$ cat src/rtl/serial_addsub.sv
// serial_addsub
// Bit-serial add/subtract engine. It computes the same function as the
// WIDTH-bit ripple add/sub datapath, but processes one bit per clock, LSB first.
// Operations are issued and collected through a start/busy/done handshake.
//
// Ports:
//   clk    - rising-edge clock
//   rst_n  - asynchronous, active-low reset
//   start  - operation request, sampled in IDLE or DONE
//   a, b   - operands, captured when a start is accepted
//   cin    - carry-in (add) / borrow-in (sub), captured with the operands
//   s_op   - 0 = add, 1 = subtract, captured with the operands
//   busy   - high while bits are being processed
//   done   - one-cycle pulse, result valid
//   s      - result, held until the next accepted start
//   cout   - carry-out (add) / not-borrow (sub)
//   ovf    - signed overflow, present only when SERIAL_ADDSUB_OVF_EN is defined
//
// Configuration macro: SERIAL_ADDSUB_OVF_EN adds the ovf output and its logic.

module serial_addsub #(
   parameter int WIDTH = 4
) (
   input  logic             clk,
   input  logic             rst_n,
   input  logic             start,
   input  logic [WIDTH-1:0] a,
   input  logic [WIDTH-1:0] b,
   input  logic             cin,
   input  logic             s_op,
   output logic             busy,
   output logic             done,
   output logic [WIDTH-1:0] s,
   output logic             cout
`ifdef SERIAL_ADDSUB_OVF_EN
   ,
   output logic             ovf
`endif
);

   localparam int CNT_W = (WIDTH > 1) ? $clog2(WIDTH) : 1;

   typedef enum logic [1:0] {
      IDLE = 2'd0,
      RUN  = 2'd1,
      DONE = 2'd2
   } state_t;

   state_t             state_q, state_d;
   logic [WIDTH-1:0]   a_q, a_d;
   logic [WIDTH-1:0]   b_q, b_d;
   logic               carry_q, carry_d;
   logic [CNT_W-1:0]   cnt_q, cnt_d;
   logic [WIDTH-1:0]   s_q, s_d;
   logic               cout_q, cout_d;
   logic               sumBit;
   logic               carryNext;
`ifdef SERIAL_ADDSUB_OVF_EN
   logic               ovf_q, ovf_d;
`endif

   // State and datapath registers. Reset clears everything, so a reset in the
   // middle of an operation aborts it with no done pulse.
   always_ff @(posedge clk or negedge rst_n) begin
      if (!rst_n) begin
         state_q <= IDLE;
         a_q     <= '0;
         b_q     <= '0;
         carry_q <= 1'b0;
         cnt_q   <= '0;
         s_q     <= '0;
         cout_q  <= 1'b0;
`ifdef SERIAL_ADDSUB_OVF_EN
         ovf_q   <= 1'b0;
`endif
      end else begin
         state_q <= state_d;
         a_q     <= a_d;
         b_q     <= b_d;
         carry_q <= carry_d;
         cnt_q   <= cnt_d;
         s_q     <= s_d;
         cout_q  <= cout_d;
`ifdef SERIAL_ADDSUB_OVF_EN
         ovf_q   <= ovf_d;
`endif
      end
   end

   // One full-adder cell. The operand registers shift right every RUN cycle,
   // so bit 0 always holds the bit currently being processed.
   always_comb begin
      sumBit    = a_q[0] ^ b_q[0] ^ carry_q;
      carryNext = (a_q[0] & b_q[0]) | (carry_q & (a_q[0] ^ b_q[0]));
   end

   // Next-state logic. Subtraction is done as a + ~b + ~borrow, so the
   // operand and the initial carry are inverted at capture time. Result bits
   // enter at the MSB and shift down, so s is right-aligned after WIDTH cycles.
   // cout (and ovf) change only on the last bit, so they stay stable otherwise.
   always_comb begin
      state_d = state_q;
      a_d     = a_q;
      b_d     = b_q;
      carry_d = carry_q;
      cnt_d   = cnt_q;
      s_d     = s_q;
      cout_d  = cout_q;
`ifdef SERIAL_ADDSUB_OVF_EN
      ovf_d   = ovf_q;
`endif
      case (state_q)
         IDLE, DONE: begin
            if (start) begin
               a_d     = a;
               b_d     = b ^ {WIDTH{s_op}};
               carry_d = cin ^ s_op;
               cnt_d   = '0;
               state_d = RUN;
            end else begin
               state_d = IDLE;
            end
         end
         RUN: begin
            s_d     = {sumBit, s_q[WIDTH-1:1]};
            a_d     = a_q >> 1;
            b_d     = b_q >> 1;
            carry_d = carryNext;
            cnt_d   = cnt_q + CNT_W'(1);
            if (cnt_q == CNT_W'(WIDTH - 1)) begin
               cnt_d   = '0;
               cout_d  = carryNext;
`ifdef SERIAL_ADDSUB_OVF_EN
               // Carry into the MSB is carry_q here; carry out of it is carryNext.
               ovf_d   = carry_q ^ carryNext;
`endif
               state_d = DONE;
            end
         end
         default: state_d = IDLE;
      endcase
   end

   // Handshake outputs decode the state register directly. Result outputs
   // come straight from their registers.
   always_comb begin
      busy = (state_q == RUN);
      done = (state_q == DONE);
      s    = s_q;
      cout = cout_q;
`ifdef SERIAL_ADDSUB_OVF_EN
      ovf  = ovf_q;
`endif
   end

endmodule

$ cat config.mk
export PLATFORM = sky130hd
export DESIGN_NAME = serial_addsub
export DESIGN_NICKNAME = d
export VERILOG_FILES = /design/src/rtl/serial_addsub.sv
export SDC_FILE = /design/constraint.sdc
export NUM_CORES = 1
export LEC_CHECK = 0
export BUFFER_PORTS_ARGS = -buffer_cell sky130_fd_sc_hd__buf_2
export CORE_MARGIN = 2
export CORE_UTILIZATION = 45
export DETAILED_ROUTE_END_ITERATION = 6
export MAX_ROUTING_LAYER = met4
export PLACE_DENSITY = 0.76
export SKIP_LAST_GASP = 1
export SLEW_MARGIN = 5
export SYNTH_ARGS = -nofsm -noshare
export SYNTH_HDL_FRONTEND = slang
export SYNTH_SLANG_ARGS = --single-unit
$ cat constraint.sdc
create_clock -name clk -period 2.73 [get_ports clk]
set_input_delay 0.1365 -clock clk [delete_from_list [all_inputs] [get_ports clk]]
set_output_delay 0.1365 -clock clk [all_outputs]
set_load 0.005 [all_outputs]
==> impl_metrics.toml, run 1 <==
[detailed_routing]
routedLengthMet1_um = 610
highest_layer = "met4"
wl_met2_um = 722
drtIter0Drc = 9
drc = 0
finalWirelength_um = 1429
wl_per_cell_um = 12.21
dr_wl_met3_um = 84
avgViaCountPerCell = 4.957
ant_nets = 0
vias = 580
firstDrtPassIters = 4

[clock_tree]
cts_max_level = 1
cts_sinks = 18
clockBufferDepth = 2
cts_made_buffers = 3
cts-root-buf = "clkbuf_4"
cts_tree = "done"
cts_resized = 0
postCtsSetupBuffers = 0
ctsHoldBuffers = 1
cts.clk_slew.worst_paths_ns = 0.10
clock_latency_ns = 0.29

[synthesis]
ys_ff_latch = 18
post-synth-top-area-cell = "dfrtp_1"
yosys_warnings = 0
yosys.area.top_type_share_pct = 54.63
syn_avg_cell_area_um2 = 11.45
syn_area_um2 = 824.5
synth_nets = 87
ys_seq_area_share_pct = 54.63
synth.distinct_cells = 25
syn_inst = 72
netlist_top_cells_area = "dfrtp_1, nand2_1, a221o_1, xnor2_1, a22o_1"

[cells_and_area]
antennaDiodeCount = 0
final_common_cell = "buf_2"
postLayoutCellArea_um2 = 962.2
drive_gt1_share_pct = 29.35
final_cell_mix = "buf_2, dfrtp_1, nand2_1"
area_growth_syn_to_layout_pct = 16.69
fill_cells = 167
nets = 108

[floorplan]
chipHeight_um = 46.81
core_area_um2 = 1727
row_count = 15
initial_core_util_pct = 47.75
pin_count = 20
die_area_um2 = 2191
die_w_um = 46.81

[timing]
min_period_over_period_pct = 55.44
hold_violations = 0
max-slew-margin-rel_pct = 69.27
min_period_ns = 1.514
setup_ws_ns = 1.216
setup_viol = 0
worst_pin_slew_ns = 0.4610
final_max_slew_viol_count = 0
fin_tns_setup_ns = 0
skew_ns = 0.0008116
rsz0062_at_grt = "false"
fmax_ghz = 0.6607

[grt]
grt_pass1_wl_um = 2311
grt_max_degree = 19
antenna_found_initial = 0
grt_usage_pct = 15.77
grt_pass1_vias = 590
grt_overflow = 0

[power_and_ir_drop]
finalPower_mw = 1.057
power_density_nw_per_um2 = 1098
leakagePower_nw = 0.4933
peakVddDrop_mv = 0.4779

[hold_path]
hp-class = "in -> reg"

[status]
status = "completed"

[placed_design]
portBuffers = 19
pre_cts_slack_ns = 1.226
post-dp-hpwl_um = 1105
dpl-instance-area_um2 = 915.9
place.gp.congestion = 0.7872

[run]
drv_cap = 0

[critical_path]
cp-start-kind = "register"
cp.required_ns = 2.59
critPathMaxFanout = 15
worstPathArrival_ns = 1.38
crit_type = "reg -> out"
critPathCaptureType = "output pin"
==> metal layers <==
layer / up-vias / track usage (%)
li1: 282 / -
met1: 278 / 17.50
met2: 18 / 26.58
met3: 2 / 4.615
met4: 0 / 6.111
met5: - / -
==> cells in the mapped netlist <==
cell       n
dfrtp_1   18
nor2_4     1
and2b_1    1
a221o_1    4
a22o_1     3
nand2_1   15
a22oi_1    3
nor2b_1    1
nand3_1    3
o21ai_0    1
inv_6      1
fa_1       1
nand2b_1   2
xnor2_1    4
a21o_1     1
nor2_1     4
buf_8      1
buf_6      1
mux2_4     1
nor3_1     1
xor2_1     1
clkbuf_2   1
ha_1       1
clkbuf_1   1
and2_4     1
==> final timing paths <==
kind	cells after the start	slack [ns]	to	startpoint
max	3	1.22	busy	state_q[1]$_DFFE_PN0P_
min	3	0.06	a_q[2]$_DFFE_PN0P_	a[2]
max reg2reg	4	1.22	cout$_DFFE_PN0P_	state_q[1]$_DFFE_PN0P_
min reg2reg	2	0.48	s[0]$_DFFE_PN0P_	s[0]$_DFFE_PN0P_
max in group asynchronous	2	2.16	b_q[1]$_DFFE_PN0P_	rst_n
min in group asynchronous	2	0.29	s[3]$_DFFE_PN0P_	rst_n
==> logic make-up after synthesis <==
kind of cell,count (synthesis),synth area share [%]
and+or+nand+nor,29,16.69
DFF,18,54.63
AOI/OAI and AO/OA,12,12.29
xor gates and xnor gates,5,5.311
buffers and inverters,5,5.310
adders and majority gates,2,3.945
muxes,1,1.820
==> worst max-delay path, cell delays in order, from the launching register on <==
cell and delay [ns]:
dfrtp_1 0.38, nand2b_1 0.34, inv_6 0.23, buf_2 0.14
==> area by class of cell <==
class,count,area (um^2),area share (%)
sequential,18,450.4,46.81
clock buffer,4,36.28,3.771
timing repair buffer,20,105.1,10.92
multi-input combinational,49,330.3,34.33
tap,25,31.28,3.251
inverter,1,8.758,0.9103
==> flip-flops by register name (all words and copies together) (netlist names) <==
register / flops
carry_q: 1
cnt_q: 2
cout: 1
state_q: 2
s: 4
a_q: 4
b_q: 4
==> stage by stage <==
step                util, %  cells  hold WS [ns]
floorplan                 -     72       -0.1591
global placement      53.04    112       0.08126
detailed placement    53.04    112       0.08286
CTS                   55.72    117       0.05768
global route          55.72    117       0.04946
finish                55.72    117       0.06323
==> power by group <==
part	switching, mW	internal (mW)
clock network	0.0789	0.0812
registers	0.0757	0.387
logic	0.234	0.201
total	0.388	0.668
(Power assumes the default switching activity.)
==> inputs of run 2 (changes only) <==
--- a/config.mk
+++ b/config.mk
@@ -5,12 +5,13 @@
 export SDC_FILE = /design/constraint.sdc
 export NUM_CORES = 1
 export LEC_CHECK = 0
+export ABC_AREA = 1
 export BUFFER_PORTS_ARGS = -buffer_cell sky130_fd_sc_hd__buf_2
 export CORE_MARGIN = 2
 export CORE_UTILIZATION = 45
 export DETAILED_ROUTE_END_ITERATION = 6
 export MAX_ROUTING_LAYER = met4
-export PLACE_DENSITY = 0.76
+export PLACE_DENSITY = 0.78
 export SKIP_LAST_GASP = 1
 export SLEW_MARGIN = 5
 export SYNTH_ARGS = -nofsm -noshare
==> constraint.sdc (replaced) <==
create_clock -name clk -period 1.2 [get_ports clk]
set_input_delay 0.06 -clock clk [delete_from_list [all_inputs] [get_ports clk]]
set_output_delay 0.06 -clock clk [all_outputs]
set_load 0.005 [all_outputs]
==> run 2 against run 1 <==
Compared with the run above: area after synthesis is 7.7% higher; worst hold slack worse by 0.043 ns; combinational power grew to 2.9 times the previous value; die area is 7.1% higher; critical endpoint is now done; largest cell class unchanged.
==> impl_metrics.toml, run 2 <==
[timing]
fin_tns_setup_ns = 0
worst_pin_slew_ns = 0.3963
final_max_slew_viol_count = 0
hold_violations = 0
min_period_over_period_pct = 95.69
min_period_ns = 1.148
fmax_ghz = 0.8709
skew_ns = 0.002499
holdWs_ns = 0.01994
rsz0062_at_grt = "true"
max-slew-margin-rel_pct = 73.58
setup_viol = 0

[detailed_routing]
firstDrtPassIters = 4
drtIter0Drc = 18
vias = 788
avgViaCountPerCell = 4.747
drc = 0
finalWirelength_um = 1680
wl_per_cell_um = 10.12
ant_nets = 0

[clock_tree]
cts-root-buf = "clkbuf_4"
cts_max_level = 1
cts_made_buffers = 3
cts.clk_slew.worst_paths_ns = 0.10
clock_latency_ns = 0.29
clockBufferDepth = 2
cts_sinks = 18
cts_tree = "done"

[synthesis]
ys_seq_area_share_pct = 50.70
synth.distinct_cells = 17
netlist_top_cells_area = "dfrtp_1, nand2_1, nand3_1, inv_1, buf_6"
syn_inst = 110
synth_edf_count = 0
yosys_warnings = 0
yosys.area.top_type_share_pct = 50.70
ys_ff_latch = 18
synth_ff_type = "dfrtp_1"
syn_area_um2 = 888.4
synth_nets = 125
post-synth-top-area-cell = "dfrtp_1"
yosysMostFrequentCell = "nand2_1"
async_flop_share_pct = 100.0
synth_commonest_cells = "nand2_1, dfrtp_1, nand3_1"
syn_avg_cell_area_um2 = 8.076

[floorplan]
pin_count = 20
core_area_um2 = 1902
die_w_um = 48.43
row_count = 16
initial_core_util_pct = 46.71
chipHeight_um = 48.43
die_area_um2 = 2345

[placed_design]
portBuffers = 19
place.gp.congestion = 0.7758
post-dp-hpwl_um = 1268

[cells_and_area]
fill_cells = 178
seqCellArea_um2 = 450.4
final_cell_mix = "nand2_1, buf_2, nand3_1, dfrtp_1, inv_1"
area_growth_syn_to_layout_pct = 24.93
antennaDiodeCount = 0
multi_input_area_um2 = 367.9
nets = 155
final_common_cell = "nand2_1"
drive_gt1_share_pct = 26.62

[grt]
gr-max-usage-layer = "met2"
grt_overflow = 0
grt_util_met1_pct = 18.86
grt_max_degree = 19
grt.met2_usage_pct = 29.86
use_met3_pct = 4.630
grt_pass1_wl_um = 3001
grt_pass1_vias = 728
antenna_found_initial = 0
grt_usage_pct = 16.86

[status]
status = "completed"

[power_and_ir_drop]
leakagePower_nw = 0.6293
peakVddDrop_mv = 1.299
power_density_nw_per_um2 = 2409

[critical_path]
worstPathArrival_ns = 1.09
critPathMaxFanout = 4
crit_type = "reg -> out"
cp-start-kind = "register"
cp.required_ns = 1.14
critPathCaptureType = "output pin"

[run]
drv_cap = 0

[hold_path]
hp-class = "in -> reg"
[run 2: worst max-delay path, stage by stage (launching register included)]
cell and delay (ns):
dfrtp_1 0.42, buf_4 0.16, nor2_1 0.10, buf_2 0.12
[run 2: kinds of logic after synthesis]
family          count (synthesis)  share of synthesized area, %
simple gates                   68                         32.96
flops                          18                         50.70
buf+inv                        17                         9.013
compound gates                  4                         2.676
fa+ha+maj                       2                         3.662
xor+xnor                        1                        0.9861
[run 2: per-layer routing]
layer / vias up / part of all wire (%)
li1: 400 / -
met1: 360 / 45
met2: 23 / 49
met3: 5 / 5.2
met4: 0 / 1.0
met5: - / 0
[run 2: path summary, 6_finish.rpt]
kind	start	end	slack, ns	depth (start not counted)
worst min-delay path	b[3]	b_q[3]$_DFFE_PN0P_	0.02	4
worst max register to register	a_q[0]$_DFFE_PN0P_	carry_q$_DFFE_PN0P_	0.08	3
max in group asynchronous	rst_n	b_q[1]$_DFFE_PN0P_	0.71	2
worst max-delay path	state_q[0]$_DFFE_PN0P_	done	0.05	3
worst min register to register	a_q[2]$_DFFE_PN0P_	a_q[2]$_DFFE_PN0P_	0.49	2
min in group asynchronous	rst_n	state_q[1]$_DFFE_PN0P_	0.21	2
[run 2: final cells by class]
type                            instances  area share [%]
Multi-Input combinational cell         75           33.15
Inverter                               15           5.524
Timing Repair Buffer                   27           14.43
Clock buffer                            4           3.269
Sequential cell                        18           40.59
Tap cell                               27           3.044
[run 2: per-stage QoR]
stage	total power [mW]	instance area [um^2]	util (%)	std cells	setup WS, ns
after floorplan	1.875	888.4	-	110	0.1383
after global placement	2.150	1025	53.88	158	0.1191
after detailed placement	2.209	1025	53.88	158	0.09629
after CTS	2.672	1099	57.76	166	0.01847
after global routing	2.936	1110	58.36	166	-0.01702
final	2.674	1110	58.36	166	0.05174
[run 2: where the power goes]
part           internal, mW  switching, mW  leakage (nW)
clock                 0.185          0.183        0.0210
sequential            0.883          0.174         0.227
combinational         0.542          0.707         0.382
total                  1.61           1.06         0.629
[run 2: timing repair]
item	CTS	global route
setup endpoints to repair	1	6
cloned	0	0
resized for setup	1	3
setup buffers	2	0
hold endpoints to repair	19	0
hold buffers	2	0
==> inputs of run 3 (changes only) <==
--- a/config.mk
+++ b/config.mk
@@ -11,9 +11,8 @@
 export CORE_UTILIZATION = 45
 export DETAILED_ROUTE_END_ITERATION = 6
 export MAX_ROUTING_LAYER = met4
-export PLACE_DENSITY = 0.78
+export PLACE_DENSITY = 0.71
 export SKIP_LAST_GASP = 1
-export SLEW_MARGIN = 5
 export SYNTH_ARGS = -nofsm -noshare
 export SYNTH_HDL_FRONTEND = slang
 export SYNTH_SLANG_ARGS = --single-unit
==> run 3 against run 2 <==
Compared with the run above: clock skew about the same; combinational power increased by 16%; global-route usage decreased by 0.34 points; register-to-register slack barely moved; sequential power is essentially flat; maximum frequency is 0.12% higher; flip-flop and latch count stayed put; via count decreased by 0.38%; total power up 6.9%; critical path depth up 1; first-iteration DRC count decreased by 33%; largest cell class unchanged.
==> impl_metrics.toml, run 3 (synthesis results as in run 2) <==
[cells_and_area]
fill_cells = 170
final_cell_mix = "nand2_1, buf_2, nand3_1, dfrtp_1, inv_1"
antennaDiodeCount = 0
area_growth_syn_to_layout_pct = 30.00
final_cells = 168
nets = 157
drive_gt1_share_pct = 30.50
final_common_cell = "nand2_1"

[detailed_routing]
wl_per_cell_um = 9.923
drc = 0
firstDrtPassIters = 4
drtIter0Drc = 12
avgViaCountPerCell = 4.673
ant_nets = 0
vias = 785
finalWirelength_um = 1667

[power_and_ir_drop]
finalPower_mw = 2.859
peakVddDrop_mv = 1.179
power_density_nw_per_um2 = 2476
leakagePower_nw = 0.6448

[grt]
grt_usage_pct = 16.52
grt_overflow = 0
grt_pass1_vias = 716
antenna_found_initial = 0
grt_max_degree = 19
grt_pass1_wl_um = 2877

[critical_path]
rrSetupSlack_ns = 0.07
critPathMaxFanout = 11
critPathCaptureType = "output pin"
rr_endpoint = "s[3]$_DFFE_PN0P_"
crit_type = "reg -> out"
worstPathArrival_ns = 1.09
reg2reg_from = "a_q[0]$_DFFE_PN0P_"
r2r_cells = 3
cp-start-kind = "register"
cp.required_ns = 1.14

[timing]
setup_ws_ns = 0.05307
rsz0062_at_grt = "false"
max-slew-margin-rel_pct = 73.81
fin_tns_setup_ns = 0
fmax_ghz = 0.8719
min_period_ns = 1.147
skew_ns = 0.002334
setup_viol = 0
worst_pin_slew_ns = 0.3929
final_max_slew_viol_count = 0
hold_violations = 0
min_period_over_period_pct = 95.58

[placed_design]
place.gp.congestion = 0.7278
portBuffers = 19
pre_cts_slack_ns = 0.07586
post-dp-hpwl_um = 1201
dp.cells = 156

[clock_tree]
cts_sinks = 18
clockBufferDepth = 2
cts_made_buffers = 3
cts_max_level = 1
cts_tree = "done"
cts.clk_slew.worst_paths_ns = 0.10
clock_latency_ns = 0.28
cts-root-buf = "clkbuf_4"

[floorplan]
pin_count = 20
initial_core_util_pct = 46.71
row_count = 16
die_w_um = 48.43
core_area_um2 = 1902
chipHeight_um = 48.43
die_area_um2 = 2345

[hold_path]
hp-class = "in -> reg"
holdPathStages = 4
hold_end = "b_q[3]$_DFFE_PN0P_"
min-delay-start = "b[3]"

[status]
status = "completed"

[run]
drv_cap = 0
## run 3: worst max-delay path by stage
stage,end,depth (start not counted),from
after floorplan,carry_q$_DFFE_PN0P_,3,a_q[0]$_DFFE_PN0P_
after global placement,b_q[2]$_DFFE_PN0P_,4,state_q[0]$_DFFE_PN0P_
after detailed placement,carry_q$_DFFE_PN0P_,3,a_q[0]$_DFFE_PN0P_
after CTS,done,3,state_q[0]$_DFFE_PN0P_
after global routing,a_q[1]$_DFFE_PN0P_,7,state_q[0]$_DFFE_PN0P_
final,busy,4,state_q[0]$_DFFE_PN0P_
## run 3: timing repair
action | in CTS | in global routing
cloned | 0 | 0
hold buffers | 2 | 0
pin swaps | 1 | 0
setup endpoints to repair | 1 | 3
resized for setup | 3 | 7
setup buffers | 4 | 2
endpoints found under the hold margin | 19 | 0
## run 3: critical path: stages (launching register included)
cell and delay (ns):
dfrtp_2 0.43, buf_6 0.13, nand2_8 0.07, inv_8 0.05
buf_2 0.12
## run 3: routing by layer
metal  up-vias  GRT usage (%)  share of wire (%)
met1       361          19.47                 48
met4         0          10.00                2.3
met5         -              -                  0
met2        16          26.62                 47
met3         4          2.778                2.8
li1        404              -                  -
## run 3: layout make-up
cell class / instances / area [um^2] / share of cell area, %
clock buffer: 4 / 36.28 / 3.142
inverter: 15 / 65.06 / 5.634
multi-input combinational: 75 / 376.6 / 32.61
sequential: 18 / 451.7 / 39.11
tap: 27 / 33.78 / 2.925
timing repair buffer: 29 / 191.4 / 16.58
## run 3: per-stage QoR
step	util (%)	hold WS, ns	instance area [um^2]
4_1_cts	58.82	0.01986	1119
5_1_grt	60.72	0.02608	1155
3_5_place_dp	53.09	0.006822	1010
3_3_place_gp	53.09	0.009599	1010
6_report	60.72	0.02665	1155
2_1_floorplan	-	-0.2356	888.4
## run 3: power breakdown
group          total (mW)  leakage, nW  switching (mW)  internal [mW]
Sequential           1.05        0.226           0.163          0.885
Combinational        1.45        0.398           0.773          0.674
Clock               0.363       0.0210           0.179          0.185
